**src/rtl/slurm16_dma_pkg.sv**
```systemverilog
// -----------------------------------------------------------------------------
// slurm16_dma_pkg
//   Shared definitions for the slurm16 word-copy DMA engine: FSM state
//   encoding, register offsets on the peripheral bus, and bit positions within
//   the CTRL register for writes (commands) and reads (status).
// -----------------------------------------------------------------------------
package slurm16_dma_pkg;

  typedef enum logic [1:0] {
    ST_IDLE    = 2'd0,
    ST_RD      = 2'd1,
    ST_RD_WAIT = 2'd2,
    ST_WR      = 2'd3
  } dma_state_e;

  // Register offsets (reg_addr)
  localparam logic [1:0] REG_SRC  = 2'd0;
  localparam logic [1:0] REG_DST  = 2'd1;
  localparam logic [1:0] REG_LEN  = 2'd2;
  localparam logic [1:0] REG_CTRL = 2'd3;

  // CTRL write bits
  localparam int CTRL_START    = 0;
  localparam int CTRL_IRQ_EN   = 1;
  localparam int CTRL_ABORT    = 2;
  localparam int CTRL_DONE_ACK = 3;

  // CTRL read bits
  localparam int STAT_BUSY   = 0;
  localparam int STAT_IRQ_EN = 1;
  localparam int STAT_DONE   = 2;

endpackage

```
**src/rtl/slurm16_dma_memcpy.sv**
```systemverilog
// -----------------------------------------------------------------------------
// slurm16_dma_memcpy
//   Word-copy DMA engine. Software programs SRC, DST and LEN, then writes
//   CTRL.start; the engine copies LEN words in ascending address order, one
//   read followed by one write per word, through a request/grant master port
//   on the memory arbiter. Completion sets a sticky done flag which, when
//   irq_en is set, raises a level interrupt.
//
// Ports
//   CLK, RSTb           clock, asynchronous active-low reset
//   reg_addr/reg_wr/    peripheral register write port (0 SRC, 1 DST,
//   reg_data_in         2 LEN, 3 CTRL)
//   reg_data_out        combinational register read data for reg_addr
//   mem_addr            word address of the current request
//   mem_rd_req          read request, held until mem_grant
//   mem_wr_req          write request, held until mem_grant
//   mem_wdata           write data, stable while mem_wr_req
//   mem_rdata           read data, valid the cycle after a read grant
//   mem_grant           arbiter accepts the current request this cycle
//   irq                 done & irq_en, registered
// -----------------------------------------------------------------------------
module slurm16_dma_memcpy
  import slurm16_dma_pkg::*;
#(
  parameter int ADDR_BITS = 16,
  parameter int DATA_BITS = 16
) (
  input  logic                 CLK,
  input  logic                 RSTb,
  input  logic [1:0]           reg_addr,
  input  logic                 reg_wr,
  input  logic [DATA_BITS-1:0] reg_data_in,
  output logic [DATA_BITS-1:0] reg_data_out,
  output logic [ADDR_BITS-1:0] mem_addr,
  output logic                 mem_rd_req,
  output logic                 mem_wr_req,
  output logic [DATA_BITS-1:0] mem_wdata,
  input  logic [DATA_BITS-1:0] mem_rdata,
  input  logic                 mem_grant,
  output logic                 irq
);

  dma_state_e           state_q,  state_d;
  logic [ADDR_BITS-1:0] src_q,    src_d;
  logic [ADDR_BITS-1:0] dst_q,    dst_d;
  logic [ADDR_BITS-1:0] len_q,    len_d;
  logic [DATA_BITS-1:0] buf_q,    buf_d;
  logic                 irq_en_q, irq_en_d;
  logic                 done_q,   done_d;
  logic                 irq_q,    irq_d;

  logic busy;
  logic ctrl_wr;
  logic cmd_abort;
  logic cmd_start;
  logic cmd_done_ack;

  assign busy = (state_q != ST_IDLE);

  // ---------------------------------------------------------------------------
  // Next-state logic: register file, FSM and address counters
  // ---------------------------------------------------------------------------
  always_comb begin
    // NOTE: every variable gets a default before any branch, so no path can
    // leave it unassigned and infer a latch.
    state_d  = state_q;
    src_d    = src_q;
    dst_d    = dst_q;
    len_d    = len_q;
    buf_d    = buf_q;
    irq_en_d = irq_en_q;
    done_d   = done_q;

    ctrl_wr      = reg_wr && (reg_addr == REG_CTRL);
    cmd_abort    = ctrl_wr && reg_data_in[CTRL_ABORT];
    cmd_done_ack = ctrl_wr && reg_data_in[CTRL_DONE_ACK];
    // Abort wins over start in the same write; start is ignored while busy.
    cmd_start    = ctrl_wr && reg_data_in[CTRL_START] && !cmd_abort && !busy;

    if (ctrl_wr) begin
      irq_en_d = reg_data_in[CTRL_IRQ_EN];
    end
    if (cmd_done_ack) begin
      done_d = 1'b0;
    end

    // Address/length registers are frozen while a copy is running.
    if (reg_wr && !busy) begin
      unique case (reg_addr)
        REG_SRC: src_d = ADDR_BITS'(reg_data_in);
        REG_DST: dst_d = ADDR_BITS'(reg_data_in);
        REG_LEN: len_d = ADDR_BITS'(reg_data_in);
        default: ;
      endcase
    end

    // Completion assignments below come after done_ack so completion wins.
    unique case (state_q)
      ST_IDLE: begin
        if (cmd_start) begin
          if (len_q == '0) begin
            done_d = 1'b1;
          end else begin
            done_d  = 1'b0;
            state_d = ST_RD;
          end
        end
      end
      ST_RD: begin
        if (mem_grant) state_d = ST_RD_WAIT;
      end
      ST_RD_WAIT: begin
        buf_d   = mem_rdata;
        state_d = ST_WR;
      end
      ST_WR: begin
        if (mem_grant) begin
          // Counters wrap naturally at 2^ADDR_BITS.
          src_d = src_q + 1'b1;
          dst_d = dst_q + 1'b1;
          len_d = len_q - 1'b1;
          if (len_q == ADDR_BITS'(1)) begin
            done_d  = 1'b1;
            state_d = ST_IDLE;
          end else begin
            state_d = ST_RD;
          end
        end
      end
    endcase

    // A write granted in the abort cycle has reached memory, so the counters
    // keep that progress; only the done flag is held at its prior value.
    if (cmd_abort) begin
      state_d = ST_IDLE;
      done_d  = done_q && !cmd_done_ack;
    end

    irq_d = done_q && irq_en_q;
  end

  // ---------------------------------------------------------------------------
  // State registers
  // ---------------------------------------------------------------------------
  always_ff @(posedge CLK or negedge RSTb) begin
    if (!RSTb) begin
      state_q  <= ST_IDLE;
      src_q    <= '0;
      dst_q    <= '0;
      len_q    <= '0;
      buf_q    <= '0;
      irq_en_q <= 1'b0;
      done_q   <= 1'b0;
      irq_q    <= 1'b0;
    end else begin
      // NOTE: non-blocking assignments make every flop sample the pre-edge
      // values, independent of statement order.
      state_q  <= state_d;
      src_q    <= src_d;
      dst_q    <= dst_d;
      len_q    <= len_d;
      buf_q    <= buf_d;
      irq_en_q <= irq_en_d;
      done_q   <= done_d;
      irq_q    <= irq_d;
    end
  end

  // ---------------------------------------------------------------------------
  // Memory port: decoded purely from registers, so requests, address and data
  // cannot glitch with inputs and drop immediately on reset.
  // ---------------------------------------------------------------------------
  always_comb begin
    mem_rd_req = (state_q == ST_RD);
    mem_wr_req = (state_q == ST_WR);
    mem_addr   = '0;
    mem_wdata  = '0;
    if (state_q == ST_RD) begin
      mem_addr = src_q;
    end else if (state_q == ST_WR) begin
      mem_addr  = dst_q;
      mem_wdata = buf_q;
    end
  end

  assign irq = irq_q;

  // ---------------------------------------------------------------------------
  // Register read-back (live values while busy)
  // ---------------------------------------------------------------------------
  always_comb begin
    reg_data_out = '0;
    unique case (reg_addr)
      REG_SRC: reg_data_out = DATA_BITS'(src_q);
      REG_DST: reg_data_out = DATA_BITS'(dst_q);
      REG_LEN: reg_data_out = DATA_BITS'(len_q);
      REG_CTRL: begin
        reg_data_out[STAT_BUSY]   = busy;
        reg_data_out[STAT_IRQ_EN] = irq_en_q;
        reg_data_out[STAT_DONE]   = done_q;
      end
    endcase
  end

endmodule

```
**config.mk**
```make
export PLATFORM = sky130hd
export DESIGN_NAME = slurm16_dma_memcpy
export DESIGN_NICKNAME = d
export VERILOG_FILES = /design/src/rtl/slurm16_dma_pkg.sv /design/src/rtl/slurm16_dma_memcpy.sv
export SDC_FILE = /design/constraint.sdc
export NUM_CORES = 1
export LEC_CHECK = 0
export ABC_AREA = 1
export CORE_ASPECT_RATIO = 1.5
export CORE_MARGIN = 4
export CORE_UTILIZATION = 39
export CTS_CLUSTER_SIZE = 16
export DETAILED_ROUTE_END_ITERATION = 8
export PLACE_DENSITY = 0.73
export SETUP_SLACK_MARGIN = 0.1
export SYNTH_ARGS = -nofsm -noshare
export SYNTH_HDL_FRONTEND = slang
export SYNTH_SLANG_ARGS = --single-unit
```
**constraint.sdc**
```tcl
create_clock -name CLK -period 2.25 [get_ports CLK]
set_clock_uncertainty 0.05 [all_clocks]
set_input_delay 0.45 -clock CLK [delete_from_list [all_inputs] [get_ports CLK]]
set_output_delay 0.45 -clock CLK [all_outputs]
set_load 0.01 [all_outputs]
```
==> reports/results.ini, run 1 <==
[die]
core_area_um2 = 12100
row_count = 49
die_x_um = 99.0
die_h_um = 145
start_util_pct = 40.1
io_pins = 89
dieArea_um2 = 14300

[status]
status = completed

[routing]
via_count = 5423
viasPerCell = 5.51
drcViolationCount = 0
dr.pass1.iters = 5
finalWirelength_um = 16900
antenna_left = 0
drt_iter0_markers = 411
post_drt_wl_per_cell_um = 17.1

[power]
peakVddDrop_uv = 545
p_leak_uw = 0.00323
power.density_nw_per_um2 = 1330

[run]
cap_viol_max_count = 0

[setup_path]
slowest_stage = dfrtp_1
rrSetupSlack_ps = 310
path_class = reg2out
crit_fanout = 5
arrival_ps = 1680
reg2regPathDepth = 11
cp_num_buf_inv = 4
cp-start-kind = register
crit_chain = inv_1 -> ha_2 -> inv_4 -> nand2_8 -> bufbuf_16 -> o22ai_2 -> buf_2
cp_slowest_stage_delay_ps = 350
critPathRequiredTime_ps = 1750
cp_top_family = buffers and inverters
reg2reg_from = state_q[0]
r2r-end = src_q[5]
cp-end-kind = output port

[finish]
nNetsFinal = 873
num_antenna_cells = 0
syn2layout_area_growth_pct = 37.5
layout-drive-gt1-share_pct = 19.8

[timing]
setup_violations = 0
maxSlewHeadroom_pct = 70.4
hold_viol_final = 0
fin_setup_tns_ps = 0
fin_crit_sh_pct = 97.0
timing.hold.ws_ps = 462
finalWorstSetupSlack_ps = 66.8
slew_violations = 0
worstMarginPinSlew_ps = 441
min_period_ps = 2180
max_freq_mhz = 458
rsz0062_at_grt = true

[logic_synthesis]
synth_cell_types = 37
ys_seq_elements = 69
syn_avg_cell_area_um2 = 6.84
syn_inst = 709
syn_nets = 755
synthTopCellsByArea = dfrtp_1 36%, nand2_1 12%, inv_1 8.1%
synth_top_area_share_pct = 35.6
synth_warnings = 0
synth_common_cells = 158 x nand2_1, 105 x inv_1, 79 x nor2_1, 69 x dfrtp_1, 61 x o21ai_0
synth_edf_count = 0
synth-seq-area-share_pct = 35.6
syn-cell-area_um2 = 4850
post-synth-top-area-cell = dfrtp_1
ys.flop_type = dfrtp_1
synth.most_common_cell = nand2_1
async_flop_share_pct = 100

[clock_tree]
insertion_delay_ps = 340
numCtsBuffers = 9
htree_levels = 3
cts_buffer_depth = 2
cts_sinks = 69
clk_pin_slew_worst_paths_ps = 60
clockRootBuffer = clkbuf_16
cts_tree = done

[global_route]
grt_pass1_wl_um = 26700
grt_pass1_vias = 5033
grt_usage_pct = 23.7
grt_max_degree = 57
antenna_found_initial = 0
overflow = 0

[hold_path]
hp-class = in2async

[placed_design]
dp_hpwl_um = 12300
place_ws_ps = -468
port_buffers = 88
gp_congestion = 0.957

[cells by family after synthesis]
family	after synthesis	synth area share [%]
adder cells (fa/ha/maj)	8	2.07
AND/OR/NAND/NOR	315	28.4
flip-flops	69	35.6
AO/OA/AOI/OAI	178	21.8
buffers and inverters	137	11.7
XOR/XNOR	2	0.361
[cells in the final DEF, fill, tap and decap left out, drive strengths merged, types with 5 or more instances in the layout]
cell type / instances
nand2: 163
inv: 110
nor2: 90
buf: 81
o21ai: 72
dfrtp: 69
a21oi: 43
nand3: 40
clkdlybuf4s50: 35
o22ai: 18
clkbuf: 14
o221ai: 13
nor3: 11
o211ai: 11
nand4: 9
a211oi: 8
ha: 8
clkdlybuf4s15: 6
a31oi: 5
dlygate4sd2: 5
[registers in the layout, indices dropped and copies added, names as in the netlist]
| name | cells |
|---|---|
| buf_q | 16 |
| dst_q | 16 |
| len_q | 16 |
| src_q | 16 |
| state_q | 2 |
| done_q | 1 |
| irq | 1 |
| irq_en_q | 1 |
[where the power goes]
| group | total (µW) | switching [µW] | internal, µW |
|---|---|---|---|
| Combinational | 4890 | 2940 | 1940 |
| Sequential | 2460 | 588 | 1870 |
| Clock | 1490 | 591 | 896 |
| Total | 8830 | 4120 | 4710 |
[per-stage QoR]
stage	cell area [µm²]	power [µW]	utilization, %	std cells
after global routing	6660	9510	55.2	985
final	6660	8830	55.2	985
after global placement	6130	6890	50.8	959
after CTS	6580	8610	54.5	984
after detailed placement	6130	6970	50.8	959
after floorplan	4850	5090	-	709
[how the worst max path moves through the flow]
stage	from	end	slack (ps)	depth (start not counted)
after floorplan	state_q[1]	mem_addr[11]	290	6
after global routing	state_q[1]	mem_addr[8]	40	7
after global placement	reg_addr[0]	reg_data_out[1]	-480	8
final	state_q[1]	mem_addr[8]	70	7
after CTS	state_q[1]	mem_addr[7]	40	6
after detailed placement	reg_addr[0]	reg_data_out[1]	-470	8
[metal layers]
layer	track usage, %	vias up	part of all wire, %
li1	-	2588	-
met1	28.8	2537	38
met2	41.3	257	51
met3	4.39	41	8.1
met4	9.71	0	3.3
met5	0	-	0
[cell type report]
type / instances / area (µm²)
tap: 153 / 191
timing repair buffer: 133 / 1210
sequential: 69 / 1730
timing repair inverter: 1 / 7.51
clock inverter: 6 / 71.3
fill: 1132 / 5420
clock buffer: 10 / 239
inverter: 110 / 422
multi-input combinational: 503 / 2790
[what timing repair did]
item / CTS / global route
setup endpoints to repair: 50 / 40
setup buffers: 5 / 1
gates resized for setup: 215 / 26
hold buffers: 1 / 0
pin swaps: 2 / 2
cloned: 3 / 0
hold endpoints to repair: 13 / 0
(Power assumes the default switching activity.)
==> run 2, diff against run 1 <==
==> constraint.sdc (replaced) <==
create_clock -name CLK -period 2.38 [get_ports CLK]
set_clock_uncertainty 0.05 [all_clocks]
set_input_delay 0.476 -clock CLK [delete_from_list [all_inputs] [get_ports CLK]]
set_output_delay 0.476 -clock CLK [all_outputs]
set_load 0.01 [all_outputs]
==> run 2 against run 1 <==
Compared with the run above: cell count fell by 1.0%; register-to-register slack improved by 90 ps; wire length fell by 3.3%; combinational power fell by 9.8%; largest cell class unchanged; non-clock buffer count fell by 9; highest routed layer unchanged; via count fell by 2.5%; first-iteration DRC count rose by 6.6%; count of clock-buffer cells in the layout did not move; final area fell by 2.9%; global-route usage fell by 1.1 points; worst setup slack improved by 50 ps.
==> reports/results.ini, run 2 (synthesis gave the netlist of run 1 again) <==
[clock_tree]
htree_levels = 3  ; unchanged
cts_buffer_depth = 2  ; unchanged
insertion_delay_ps = 330  ; about the same
cts_tree = done
numCtsBuffers = 9  ; unchanged
clk_pin_slew_worst_paths_ps = 60  ; about the same
clockRootBuffer = clkbuf_16
cts_sinks = 69  ; unchanged

[setup_path]
crit_fanout = 4  ; -1
path_class = reg2out
rrSetupSlack_ps = 400  ; +90 ps
cp_top_family = buffers and inverters
cp-start-kind = register
cp_num_buf_inv = 4  ; unchanged
reg2regPathDepth = 11  ; unchanged
reg2reg_from = state_q[0]
critPathRequiredTime_ps = 1850  ; +100 ps
crit_chain = buf_6 -> ha_4 -> nand2_8 -> buf_16 -> buf_4 -> o22ai_2 -> clkdlybuf4s15_2
r2r-end = src_q[5]
cp-end-kind = output port
cp_slowest_stage_delay_ps = 390  ; +40 ps
slowest_stage = dfrtp_1
arrival_ps = 1740  ; +60 ps
crit_start = state_q[0]

[timing]
maxSlewHeadroom_pct = 64.8  ; -5.5 points
hold_viol_final = 0  ; unchanged
slew_violations = 0  ; unchanged
fin_setup_tns_ps = 0  ; unchanged
worstMarginPinSlew_ps = 528  ; +86.4 ps
fin_crit_sh_pct = 95.1
rsz0062_at_grt = true
setup_violations = 0  ; unchanged
min_period_ps = 2260
max_freq_mhz = 442

[hold_path]
hp-class = in2async

[routing]
finalWirelength_um = 16300  ; -3.3%
via_count = 5287  ; -2.5%
drt_iter0_markers = 438  ; +6.6%
antenna_left = 0  ; unchanged
viasPerCell = 5.42  ; -1.5%
drcViolationCount = 0  ; unchanged
post_drt_wl_per_cell_um = 16.7  ; -2.3%
dr.pass1.iters = 5  ; unchanged

[placed_design]
port_buffers = 88  ; unchanged
gp_congestion = 1.01  ; +5.8%
dpl-instance-area_um2 = 6040  ; -1.5%
dp_hpwl_um = 12000  ; -2.5%
placed_cells = 950  ; -0.94%

[finish]
syn2layout_area_growth_pct = 33.4
num_antenna_cells = 0  ; unchanged
final_cell_mix = 157 x nand2_1, 100 x inv_1, 75 x nor2_1
finalInstanceArea_um2 = 6470  ; -2.9%
layout-drive-gt1-share_pct = 15.9  ; -3.9 points
nNetsFinal = 863  ; -1.1%
nFillCells = 1175  ; +3.8%
layout_commonest_cell = nand2_1
fin_cells = 975  ; -1.0%

[power]
p_leak_uw = 0.00317  ; -2.0%
power.density_nw_per_um2 = 1230  ; -6.9%
peakVddDrop_uv = 491  ; -10%
power_uw = 7980  ; -9.7%

[die]
core_area_um2 = 12100  ; unchanged
dieArea_um2 = 14300  ; unchanged
io_pins = 89  ; unchanged
row_count = 49  ; unchanged
die_x_um = 99.0  ; unchanged
die_h_um = 145  ; unchanged
start_util_pct = 40.1  ; unchanged

[global_route]
grt_pass1_wl_um = 25600  ; -4.2%
grt_max_degree = 60  ; +5.3%
overflow = 0  ; unchanged
antenna_found_initial = 0  ; unchanged
grt_usage_pct = 22.6  ; -1.1 points
grt_pass1_vias = 5003  ; -0.60%

[run]
cap_viol_max_count = 0  ; unchanged

[status]
status = completed

[run 2: per-layer routing]
layer / vias up / part of all wire [%] / track usage (%)
met1: 2441 / 38 / 26.9
met5: - / 0 / 0
met4: 0 / 3.4 / 10.8
met2: 240 / 50 / 39.4
li1: 2567 / - / -
met3: 39 / 7.8 / 3.91
[run 2: worst max-delay path by stage]
stage / end / slack [ps] / depth (start not counted)
6_report: mem_addr[13] / 120 / 7
5_1_grt: mem_addr[13] / 70 / 7
4_1_cts: mem_addr[3] / 40 / 8
3_5_place_dp: reg_data_out[13] / -490 / 6
3_3_place_gp: reg_data_out[7] / -480 / 6
2_1_floorplan: mem_addr[11] / 400 / 6
[run 2: layout make-up]
class / instances / area (µm²) / area share (%)
tap: 153 / 191 / 2.96
clock inverter: 6 / 38.8 / 0.600
sequential: 69 / 1730 / 26.7
inverter: 110 / 424 / 6.56
timing repair buffer: 124 / 1130 / 17.5
multi-input combinational: 503 / 2720 / 42.0
clock buffer: 10 / 239 / 3.70
[run 2: what timing repair did]
item                       CTS  global route
setup endpoints to repair   48            24
buffers inserted             5             3
pin swaps                    1             4
gates resized for setup    124            41
hold endpoints to repair     0             0
hold buffers                 0             0
gates cloned                 1             0
[run 2: per-stage QoR]
stage / hold WS (ps) / worst slack (ps) / util (%)
final: 58.4 / 117 / 53.5
after global routing: 100 / 66.3 / 53.5
after CTS: 80.5 / 41.9 / 52.7
after detailed placement: 434 / -489 / 50.0
after global placement: 437 / -484 / 50.0
after floorplan: 130 / 398 / -
[run 2: report_power, final]
group / internal [µW] / switching [µW]
clock: 729 / 515
combinational: 1750 / 2660
sequential: 1770 / 553
==> run 3, diff against run 2 <==
--- a/config.mk
+++ b/config.mk
@@ -13,6 +13,7 @@
 export DETAILED_ROUTE_END_ITERATION = 8
 export PLACE_DENSITY = 0.73
 export SETUP_SLACK_MARGIN = 0.1
+export SLEW_MARGIN = 20
 export SYNTH_ARGS = -nofsm -noshare
 export SYNTH_HDL_FRONTEND = slang
 export SYNTH_SLANG_ARGS = --single-unit
==> results of run 3 <==
The final DEF is identical to that of run 2; final timing and power are the same.
